<file path="src/rtl/cp0_exc_req_if.sv">
// Commit-stage and CP0 status inputs plus the exception/flush request bundle.
// master: the request producer (cp0_exc_req); slave: the commit stage / CP0 side.
interface cp0_exc_req_if;
  logic        commit_valid;
  logic [31:0] commit_pc;
  logic        commit_bd;
  logic        exc_if_adel;
  logic        exc_ri;
  logic        exc_ov;
  logic        exc_sys;
  logic        exc_bp;
  logic        exc_mem_adel;
  logic        exc_mem_ades;
  logic [31:0] mem_vaddr;
  logic        commit_eret;
  logic [5:0]  ext_int;
  logic        status_ie;
  logic        status_exl;
  logic [7:0]  status_im;
  logic [1:0]  cause_ip_sw;
  logic        cause_ti;
  logic [31:0] cp0_epc;
  logic        exception_en;
  logic [31:0] exc_epc;
  logic        exc_bd;
  logic [4:0]  exc_code;
  logic [31:0] exc_badvaddr;
  logic        flush;
  logic [31:0] redirect_pc;
  logic        eret_out;
  logic        busy;

  modport master (
    input  commit_valid, commit_pc, commit_bd, exc_if_adel, exc_ri, exc_ov, exc_sys,
           exc_bp, exc_mem_adel, exc_mem_ades, mem_vaddr, commit_eret, ext_int,
           status_ie, status_exl, status_im, cause_ip_sw, cause_ti, cp0_epc,
    output exception_en, exc_epc, exc_bd, exc_code, exc_badvaddr, flush, redirect_pc,
           eret_out, busy
  );

  modport slave (
    output commit_valid, commit_pc, commit_bd, exc_if_adel, exc_ri, exc_ov, exc_sys,
           exc_bp, exc_mem_adel, exc_mem_ades, mem_vaddr, commit_eret, ext_int,
           status_ie, status_exl, status_im, cause_ip_sw, cause_ti, cp0_epc,
    input  exception_en, exc_epc, exc_bd, exc_code, exc_badvaddr, flush, redirect_pc,
           eret_out, busy
  );
endinterface

</file>
<file path="src/rtl/cp0_exc_req.sv">
// Commit-stage exception/interrupt prioritiser driving the CP0 request bundle and flush.
// Latency: 1 cycle from commit to registered request (interrupt lines add 2 sync cycles).
// Backpressure: after any flush, new candidates are ignored for DRAIN_CYCLES cycles (busy=1).
module cp0_exc_req #(
  parameter logic [31:0] EXC_VECTOR   = 32'hBFC0_0380,
  parameter int          DRAIN_CYCLES = 2
) (
  input logic           i_clk,
  input logic           i_rst,
  cp0_exc_req_if.master io_bus
);
  localparam int CW = $clog2(DRAIN_CYCLES + 1);

  typedef enum logic {S_IDLE, S_DRAIN} state_t;

  state_t      r_state, w_nxt_state;
  logic [CW-1:0] r_cnt, w_nxt_cnt;
  logic [5:0]  r_sync1, r_sync2;
  logic        r_exc_en, r_flush, r_eret, r_bd;
  logic        w_exc_en, w_flush, w_eret, w_bd;
  logic [31:0] r_epc, r_bad, r_redir;
  logic [31:0] w_epc, w_bad, w_redir;
  logic [4:0]  r_code, w_code;
  logic [5:0]  w_hw_ip;
  logic        w_int_pend, w_sync_exc, w_take_exc;
  logic [4:0]  w_cand_code;
  logic [31:0] w_cand_bad;

  // Two-flop synchroniser for the asynchronous hardware interrupt lines
  always_ff @(posedge i_clk or posedge i_rst) begin
    if (i_rst) begin
      r_sync1 <= '0;
      r_sync2 <= '0;
    end else begin
      r_sync1 <= io_bus.ext_int;
      r_sync2 <= r_sync1;
    end
  end

  // Timer interrupt shares IP[7] with the top hardware line
  assign w_hw_ip    = {r_sync2[5] | io_bus.cause_ti, r_sync2[4:0]};
  assign w_int_pend = (|({w_hw_ip, io_bus.cause_ip_sw} & io_bus.status_im)) &
                      io_bus.status_ie & ~io_bus.status_exl;
  assign w_sync_exc = io_bus.exc_if_adel | io_bus.exc_ri | io_bus.exc_ov | io_bus.exc_sys |
                      io_bus.exc_bp | io_bus.exc_mem_adel | io_bus.exc_mem_ades;
  assign w_take_exc = w_int_pend | w_sync_exc;

  // Fixed-priority ExcCode / BadVAddr selection; interrupts preempt everything
  always_comb begin
    w_cand_code = 5'd0;
    w_cand_bad  = 32'd0;
    if (w_int_pend) begin
      w_cand_code = 5'd0;
    end else if (io_bus.exc_if_adel) begin
      w_cand_code = 5'd4;
      w_cand_bad  = io_bus.commit_pc;
    end else if (io_bus.exc_ri) begin
      w_cand_code = 5'd10;
    end else if (io_bus.exc_ov) begin
      w_cand_code = 5'd12;
    end else if (io_bus.exc_sys) begin
      w_cand_code = 5'd8;
    end else if (io_bus.exc_bp) begin
      w_cand_code = 5'd9;
    end else if (io_bus.exc_mem_adel) begin
      w_cand_code = 5'd4;
      w_cand_bad  = io_bus.mem_vaddr;
    end else if (io_bus.exc_mem_ades) begin
      w_cand_code = 5'd5;
      w_cand_bad  = io_bus.mem_vaddr;
    end
  end

  // Next state and next registered outputs; pulses default low, data holds
  always_comb begin
    w_nxt_state = r_state;
    w_nxt_cnt   = r_cnt;
    w_exc_en    = 1'b0;
    w_flush     = 1'b0;
    w_eret      = 1'b0;
    w_bd        = r_bd;
    w_epc       = r_epc;
    w_code      = r_code;
    w_bad       = r_bad;
    w_redir     = r_redir;
    case (r_state)
      S_IDLE: begin
        if (io_bus.commit_valid && w_take_exc) begin
          w_exc_en    = 1'b1;
          w_flush     = 1'b1;
          w_redir     = EXC_VECTOR;
          w_bd        = io_bus.commit_bd;
          w_epc       = io_bus.commit_bd ? (io_bus.commit_pc - 32'd4) : io_bus.commit_pc;
          w_code      = w_cand_code;
          w_bad       = w_cand_bad;
          w_nxt_state = S_DRAIN;
          w_nxt_cnt   = CW'(DRAIN_CYCLES);
        end else if (io_bus.commit_valid && io_bus.commit_eret) begin
          w_eret      = 1'b1;
          w_flush     = 1'b1;
          w_redir     = io_bus.cp0_epc;
          w_nxt_state = S_DRAIN;
          w_nxt_cnt   = CW'(DRAIN_CYCLES);
        end
      end
      S_DRAIN: begin
        w_nxt_cnt = r_cnt - CW'(1);
        if (r_cnt <= CW'(1)) begin
          w_nxt_state = S_IDLE;
          w_nxt_cnt   = '0;
        end
      end
      default: begin
        w_nxt_state = S_IDLE;
        w_nxt_cnt   = '0;
      end
    endcase
  end

  // State, drain counter and registered request outputs
  always_ff @(posedge i_clk or posedge i_rst) begin
    if (i_rst) begin
      r_state  <= S_IDLE;
      r_cnt    <= '0;
      r_exc_en <= 1'b0;
      r_flush  <= 1'b0;
      r_eret   <= 1'b0;
      r_bd     <= 1'b0;
      r_epc    <= 32'd0;
      r_code   <= 5'd0;
      r_bad    <= 32'd0;
      r_redir  <= 32'd0;
    end else begin
      r_state  <= w_nxt_state;
      r_cnt    <= w_nxt_cnt;
      r_exc_en <= w_exc_en;
      r_flush  <= w_flush;
      r_eret   <= w_eret;
      r_bd     <= w_bd;
      r_epc    <= w_epc;
      r_code   <= w_code;
      r_bad    <= w_bad;
      r_redir  <= w_redir;
    end
  end

  assign io_bus.exception_en = r_exc_en;
  assign io_bus.flush        = r_flush;
  assign io_bus.eret_out     = r_eret;
  assign io_bus.exc_bd       = r_bd;
  assign io_bus.exc_epc      = r_epc;
  assign io_bus.exc_code     = r_code;
  assign io_bus.exc_badvaddr = r_bad;
  assign io_bus.redirect_pc  = r_redir;
  assign io_bus.busy         = (r_state == S_DRAIN);
endmodule

</file>
<file path="src/flat_wrapper.sv">
// flat-port wrapper written by rule: the top's interface ports become plain ports
module cp0_exc_req_flat 
#(
  parameter logic [31:0] EXC_VECTOR   = 32'hBFC0_0380,
  parameter int          DRAIN_CYCLES = 2
)
  (i_clk, i_rst, io_bus_commit_valid, io_bus_commit_pc, io_bus_commit_bd, io_bus_exc_if_adel, io_bus_exc_ri, io_bus_exc_ov, io_bus_exc_sys, io_bus_exc_bp, io_bus_exc_mem_adel, io_bus_exc_mem_ades, io_bus_mem_vaddr, io_bus_commit_eret, io_bus_ext_int, io_bus_status_ie, io_bus_status_exl, io_bus_status_im, io_bus_cause_ip_sw, io_bus_cause_ti, io_bus_cp0_epc, io_bus_exception_en, io_bus_exc_epc, io_bus_exc_bd, io_bus_exc_code, io_bus_exc_badvaddr, io_bus_flush, io_bus_redirect_pc, io_bus_eret_out, io_bus_busy);
  cp0_exc_req_if io_bus_i ();
  input logic i_clk;
  input logic i_rst;
  input wire logic [$bits(io_bus_i.commit_valid)-1:0] io_bus_commit_valid;
  input wire logic [$bits(io_bus_i.commit_pc)-1:0] io_bus_commit_pc;
  input wire logic [$bits(io_bus_i.commit_bd)-1:0] io_bus_commit_bd;
  input wire logic [$bits(io_bus_i.exc_if_adel)-1:0] io_bus_exc_if_adel;
  input wire logic [$bits(io_bus_i.exc_ri)-1:0] io_bus_exc_ri;
  input wire logic [$bits(io_bus_i.exc_ov)-1:0] io_bus_exc_ov;
  input wire logic [$bits(io_bus_i.exc_sys)-1:0] io_bus_exc_sys;
  input wire logic [$bits(io_bus_i.exc_bp)-1:0] io_bus_exc_bp;
  input wire logic [$bits(io_bus_i.exc_mem_adel)-1:0] io_bus_exc_mem_adel;
  input wire logic [$bits(io_bus_i.exc_mem_ades)-1:0] io_bus_exc_mem_ades;
  input wire logic [$bits(io_bus_i.mem_vaddr)-1:0] io_bus_mem_vaddr;
  input wire logic [$bits(io_bus_i.commit_eret)-1:0] io_bus_commit_eret;
  input wire logic [$bits(io_bus_i.ext_int)-1:0] io_bus_ext_int;
  input wire logic [$bits(io_bus_i.status_ie)-1:0] io_bus_status_ie;
  input wire logic [$bits(io_bus_i.status_exl)-1:0] io_bus_status_exl;
  input wire logic [$bits(io_bus_i.status_im)-1:0] io_bus_status_im;
  input wire logic [$bits(io_bus_i.cause_ip_sw)-1:0] io_bus_cause_ip_sw;
  input wire logic [$bits(io_bus_i.cause_ti)-1:0] io_bus_cause_ti;
  input wire logic [$bits(io_bus_i.cp0_epc)-1:0] io_bus_cp0_epc;
  output wire logic [$bits(io_bus_i.exception_en)-1:0] io_bus_exception_en;
  output wire logic [$bits(io_bus_i.exc_epc)-1:0] io_bus_exc_epc;
  output wire logic [$bits(io_bus_i.exc_bd)-1:0] io_bus_exc_bd;
  output wire logic [$bits(io_bus_i.exc_code)-1:0] io_bus_exc_code;
  output wire logic [$bits(io_bus_i.exc_badvaddr)-1:0] io_bus_exc_badvaddr;
  output wire logic [$bits(io_bus_i.flush)-1:0] io_bus_flush;
  output wire logic [$bits(io_bus_i.redirect_pc)-1:0] io_bus_redirect_pc;
  output wire logic [$bits(io_bus_i.eret_out)-1:0] io_bus_eret_out;
  output wire logic [$bits(io_bus_i.busy)-1:0] io_bus_busy;
  assign io_bus_i.commit_valid = io_bus_commit_valid;
  assign io_bus_i.commit_pc = io_bus_commit_pc;
  assign io_bus_i.commit_bd = io_bus_commit_bd;
  assign io_bus_i.exc_if_adel = io_bus_exc_if_adel;
  assign io_bus_i.exc_ri = io_bus_exc_ri;
  assign io_bus_i.exc_ov = io_bus_exc_ov;
  assign io_bus_i.exc_sys = io_bus_exc_sys;
  assign io_bus_i.exc_bp = io_bus_exc_bp;
  assign io_bus_i.exc_mem_adel = io_bus_exc_mem_adel;
  assign io_bus_i.exc_mem_ades = io_bus_exc_mem_ades;
  assign io_bus_i.mem_vaddr = io_bus_mem_vaddr;
  assign io_bus_i.commit_eret = io_bus_commit_eret;
  assign io_bus_i.ext_int = io_bus_ext_int;
  assign io_bus_i.status_ie = io_bus_status_ie;
  assign io_bus_i.status_exl = io_bus_status_exl;
  assign io_bus_i.status_im = io_bus_status_im;
  assign io_bus_i.cause_ip_sw = io_bus_cause_ip_sw;
  assign io_bus_i.cause_ti = io_bus_cause_ti;
  assign io_bus_i.cp0_epc = io_bus_cp0_epc;
  assign io_bus_exception_en = io_bus_i.exception_en;
  assign io_bus_exc_epc = io_bus_i.exc_epc;
  assign io_bus_exc_bd = io_bus_i.exc_bd;
  assign io_bus_exc_code = io_bus_i.exc_code;
  assign io_bus_exc_badvaddr = io_bus_i.exc_badvaddr;
  assign io_bus_flush = io_bus_i.flush;
  assign io_bus_redirect_pc = io_bus_i.redirect_pc;
  assign io_bus_eret_out = io_bus_i.eret_out;
  assign io_bus_busy = io_bus_i.busy;
  cp0_exc_req #(.EXC_VECTOR(EXC_VECTOR), .DRAIN_CYCLES(DRAIN_CYCLES)) u_core (.i_clk(i_clk), .i_rst(i_rst), .io_bus(io_bus_i));
endmodule
</file>
<file path="config.mk">
export PLATFORM = sky130hd
export DESIGN_NAME = cp0_exc_req_flat
export DESIGN_NICKNAME = d
export VERILOG_FILES = /design/src/rtl/cp0_exc_req_if.sv /design/src/rtl/cp0_exc_req.sv /design/src/flat_wrapper.sv
export SDC_FILE = /design/constraint.sdc
export NUM_CORES = 1
export LEC_CHECK = 0
export ABC_AREA = 0
export CAP_MARGIN = 20
export CORE_AREA = 2 2 110 112
export CTS_CLUSTER_SIZE = 30
export DETAILED_ROUTE_END_ITERATION = 16
export DIE_AREA = 0 0 112 114
export PLACE_DENSITY = 0.91
export SETUP_SLACK_MARGIN = 0.1
export SKIP_CTS_REPAIR_TIMING = 1
export SYNTH_ARGS = -nofsm -noshare
export SYNTH_HDL_FRONTEND = slang
export SYNTH_SLANG_ARGS = --single-unit
export TNS_END_PERCENT = 20
</file>
<file path="constraint.sdc">
create_clock -name i_clk -period 7.4 [get_ports i_clk]
set_input_delay 1.48 -clock i_clk [delete_from_list [all_inputs] [get_ports i_clk]]
set_output_delay 1.48 -clock i_clk [all_outputs]
set_load 0.01 [all_outputs]
</file>
; Word-level counts from Yosys, hierarchy flattened
; Index checks and enable logic that the tools add are counted.
; Widths: inputs -> output; s select.
[totals]
regBits = 120
input_bits = 127
output_inout_bits = 106
[op_classes]
n_addsub = 2
magnitude_cmp = 1
eq_ne = 1
n_mux = 32
n_bitwise = 13
n_reduce_logical = 6
[ops]
columns = op, n
row1 = $mux 32, 11
row2 = $mux 5, 7
row3 = $sub 32x3->32 const B, 1
row4 = $and 8x8->8, 1
row5 = $mux 1, 8
row6 = $or 1x1->1, 8
row7 = $reduce_or 8->1, 1
row8 = $mux 2, 3
row9 = $pmux 2 s2, 1
row10 = $reduce_and 2->1, 2
row11 = $mux 3, 1
row12 = $ne 3x1->1 const B, 1
row13 = $and 1x1->1, 2
row14 = $le 2x1->1 const B, 1
row15 = $logic_and 1x1->1, 2
row16 = $not 1->1, 2
row17 = $pmux 1 s2, 1
row18 = $reduce_bool 2->1, 1
row19 = $sub 2x1->2 const B, 1

; Longest topological paths before layout
[logic_depth]
ltp_word = 10
ltp_mapped = 8

; Worst setup path before layout
; No wires, ideal clock.
[synth_path]
kind = in2reg
start = in io_bus_commit_pc[10]
end = reg u_core.r_epc[29], in the netlist u_core.io_bus.exc_epc[29]
setup_time_ns = 0.127
t_arrival_ns = 3.105
t_required_ns = 7.273
slack_ns = 4.168
path_stages = 6
path_buffers = 1
cell_sequence = or4_1 buf_2 or4_4 nor4_4 xnor2_1 o21ai_2
[synth_between]
elab_chain_len = 2
[synth_rtl]
columns = element, line
row1 = "start, declared", flat_wrapper.sv:12  ; input wire logic [$bits(io_bus_i.commit_pc)-1:0] io_bus_commit_pc;
row2 = $sub 32x3->32, cp0_exc_req.sv:93  ; w_epc = io_bus.commit_bd ? (io_bus.commit_pc - 32'd4) : io_bus.commit_pc;
row3 = $mux 32, cp0_exc_req.sv:93
row4 = "end signal, assigned", cp0_exc_req.sv:140  ; r_epc <= w_epc;
row5 = "end, declared", cp0_exc_req.sv:21  ; logic [31:0] r_epc, r_bad, r_redir;
; Every way passes these cells.
; A chain may end at the register's enable or synchronous reset.

; Worst setup path in the final report
[layout_path]
start = in io_bus_exc_if_adel
end = reg u_core.r_epc[0], in the netlist u_core.io_bus.exc_epc[0]
[layout_between]
elab_chain_len = 9
[layout_rtl]
columns = element, line
row1 = "start, declared", flat_wrapper.sv:14  ; input wire logic [$bits(io_bus_i.exc_if_adel)-1:0] io_bus_exc_if_adel;
row2 = $or 1x1->1 (4 in series), cp0_exc_req.sv:44  ; assign w_sync_exc = io_bus.exc_if_adel | io_bus.exc_ri | io_bus.exc_ov | io_bus.exc_sys |
row3 = $or 1x1->1 (2 in series), cp0_exc_req.sv:45  ; io_bus.exc_bp | io_bus.exc_mem_adel | io_bus.exc_mem_ades;
row4 = $or 1x1->1, cp0_exc_req.sv:46  ; assign w_take_exc = w_int_pend | w_sync_exc;
row5 = $logic_and 1x1->1, cp0_exc_req.sv:88  ; if (io_bus.commit_valid && w_take_exc) begin
row6 = $reduce_and 2->1 (no source line), --
; Every way passes these cells.

==> impl_metrics.toml <==
[global_routing]
grt_pass1_wl_um = 25600
grt_usage = 0.257
grt_max_degree = 67
antenna_found_initial = 0
gr-total-overflow = 0
grt_pass1_vias = 5039

[routing]
avgRoutedWirePerCell_um = 18.9
postRouteAntennaNets = 0
vias = 4778
viasPerCell = 5.57
first_iter_violations = 296
routed_wl_um = 16200
first_pass_iters = 6
route.detailed.drc = 0

[timing]
finClkSkew_ns = 0.0107
min_period_ns = 4.20
timing.setup.tns_ns = 0
maxSlewViolCount = 0
worstMarginPinSlew_ns = 0.975
finalHoldViolCount = 0
finalSetupViolations = 0
fin_crit_sh = 0.568
whs_ns = 0.350
slew_headroom = 0.347
rsz0062_at_grt = "false"
max_freq_mhz = 238

[cells_and_area]
area_growth_pct = 59.2
seqCellArea_um2 = 2980
fillers = 839
drive_gt1_frac = 0.0788
antenna_cells = 0
nets = 826
final_common_cell = "clkdlybuf4s50_1"
multiInputGateArea_um2 = 2000
mostFrequentLayoutCells = "clkdlybuf4s50_1, dfrtp_1, nand2_1"

[setup_path]
crit_type = "in2reg"
crit_path_frequent_cell = "buf_4"
cp_slowest_stage_delay_ns = 0.79
crit_chain = "clkdlybuf4s50_1, buf_4, nor3_1, nand3_1, o21ai_4, buf_4, mux2_2"
crit_required_ns = 7.70
critPathMaxFanout = 61
end_kind = "flip-flop"
critical-path-slowest-cell = "o21ai_4"
start_kind = "input port"
arrival_ns = 4.50

[clock_network]
cts_tree = "built"
clk_pin_slew_ns = 0.06
cts_max_level = 4
insertion_delay_ns = 0.41
cts_root_buf = "clkbuf_16"
cts.sinks = 119
clockBufferDepth = 2
cts_made_buffers = 17

[yosys]
synth_nets = 600
synthArstFlopShare = 1.00
synth_ff_type = "dfrtp_1"
ys_warn_count = 0
synth_edf_count = 0
synthCells = 472
syn_avg_cell_area_um2 = 10.8
synthDistinctLibCells = 45
synth_seq_cells = 119
yosysSeqAreaShare = 0.582
syn_area_um2 = 5110

[run_status]
status = "completed"

[floorplan]
die_h_um = 114
start_util = 0.437
core_um2 = 11700
die_w_um = 112
num_rows = 40
pin_count = 233
die_area_um2 = 12800

[placed_design]
io_buffer_count = 231
hpwl_um = 11600
gp_congestion = 0.826

[power_and_ir_drop]
power_leakage_nw = 3.33
peakVddDrop_mv = 0.168
power_density_nw_per_um2 = 310

[flow_run]
maxCapViolCount = 0

[min_path]
hp-class = "reg2reg"
-- worst max-delay path, delay by kind of cell --
family                 cells  cell delay, ns
buffers and inverters      3            1.28
AOI/OAI and AO/OA          1            0.79
and+or+nand+nor            2            0.51
muxes                      1            0.40
-- per-layer routing --
layer / vias up / GRT usage / wire length (µm)
li1: 2152 / - / -
met1: 2319 / 0.292 / 6090
met2: 250 / 0.448 / 8450
met3: 57 / 0.0643 / 1040
met4: 0 / 0.141 / 658
met5: - / 0 / 0
-- registers in the layout, summed over array words and instances (netlist names) --
signal / cells
u_core.io_bus.busy: 1
u_core.io_bus.exc_badvaddr: 32
u_core.io_bus.redirect_pc: 32
u_core.io_bus.exc_epc: 32
u_core.io_bus.exception_en: 1
u_core.r_sync2: 6
u_core.io_bus.exc_code: 4
u_core.r_cnt: 2
u_core.io_bus.eret_out: 1
u_core.io_bus.flush: 1
u_core.r_sync1: 6
u_core.io_bus.exc_bd: 1
-- layout make-up --
class	count	share of cell area
flip-flops and latches	119	0.366
well taps	147	0.0226
multi-input cells	315	0.246
inverters	9	0.00446
clock buffers	21	0.0578
repair buffers	236	0.289
clock inverters	11	0.0141
-- per-stage QoR --
step	util	total power, mW	std cells	instance area, µm²	setup slack, ns
floorplan	-	1.22	472	5110	2.76
global placement	0.645	1.68	826	7550	2.88
detailed placement	0.645	1.72	826	7550	2.83
CTS	0.695	2.54	858	8140	3.23
global route	0.695	2.64	858	8140	3.02
finish	0.695	2.52	858	8140	3.20
-- cell usage after synthesis (6+ instances only) --
cell / count / share of area
a22o_1: 23 / 0.039
a22oi_1: 34 / 0.050
clkbuf_1: 23 / 0.017
dfrtp_1: 119 / 0.58
inv_1: 9 / 0.0066
nand2_1: 74 / 0.054
nor2_1: 11 / 0.0081
nor3_1: 13 / 0.013
nor4_1: 6 / 0.0073
o21ai_0: 62 / 0.061
o22a_1: 12 / 0.021
xnor2_1: 22 / 0.038
xor2_1: 6 / 0.010
-- logic make-up after synthesis --
kind of cell             share of synthesized area
buffers and inverters                       0.0296
AND/OR/NAND/NOR                              0.140
other                                     0.000734
AO/OA/AOI/OAI                                0.190
multiplexers                               0.00661
flip-flops                                   0.582
XOR/XNOR                                    0.0480
adder cells (fa/ha/maj)                    0.00245
-- final timing paths --
kind                               startpoint                       endpoint  slack, ns  cells after the start
min reg2reg                 u_core.r_sync1[1]              u_core.r_sync2[1]       0.35                      0
min                         u_core.r_sync1[1]              u_core.r_sync2[1]       0.35                      0
max                        io_bus_exc_if_adel       u_core.io_bus.exc_epc[0]       3.20                      7
max reg2reg                 u_core.r_sync2[0]       u_core.io_bus.exc_epc[0]       4.50                      5
max in group asynchronous               i_rst  u_core.io_bus.redirect_pc[17]       4.58                      3
min in group asynchronous               i_rst            u_core.io_bus.flush       1.52                      2
-- report_power, final --
group	switching, mW	leakage [nW]	total [mW]	internal [mW]
Combinational	0.367	1.56	0.789	0.422
Sequential	0.103	1.48	0.926	0.824
Clock	0.310	0.281	0.805	0.495
Total	0.780	3.33	2.52	1.74
No activity file was read; power rests on OpenSTA's default activity.
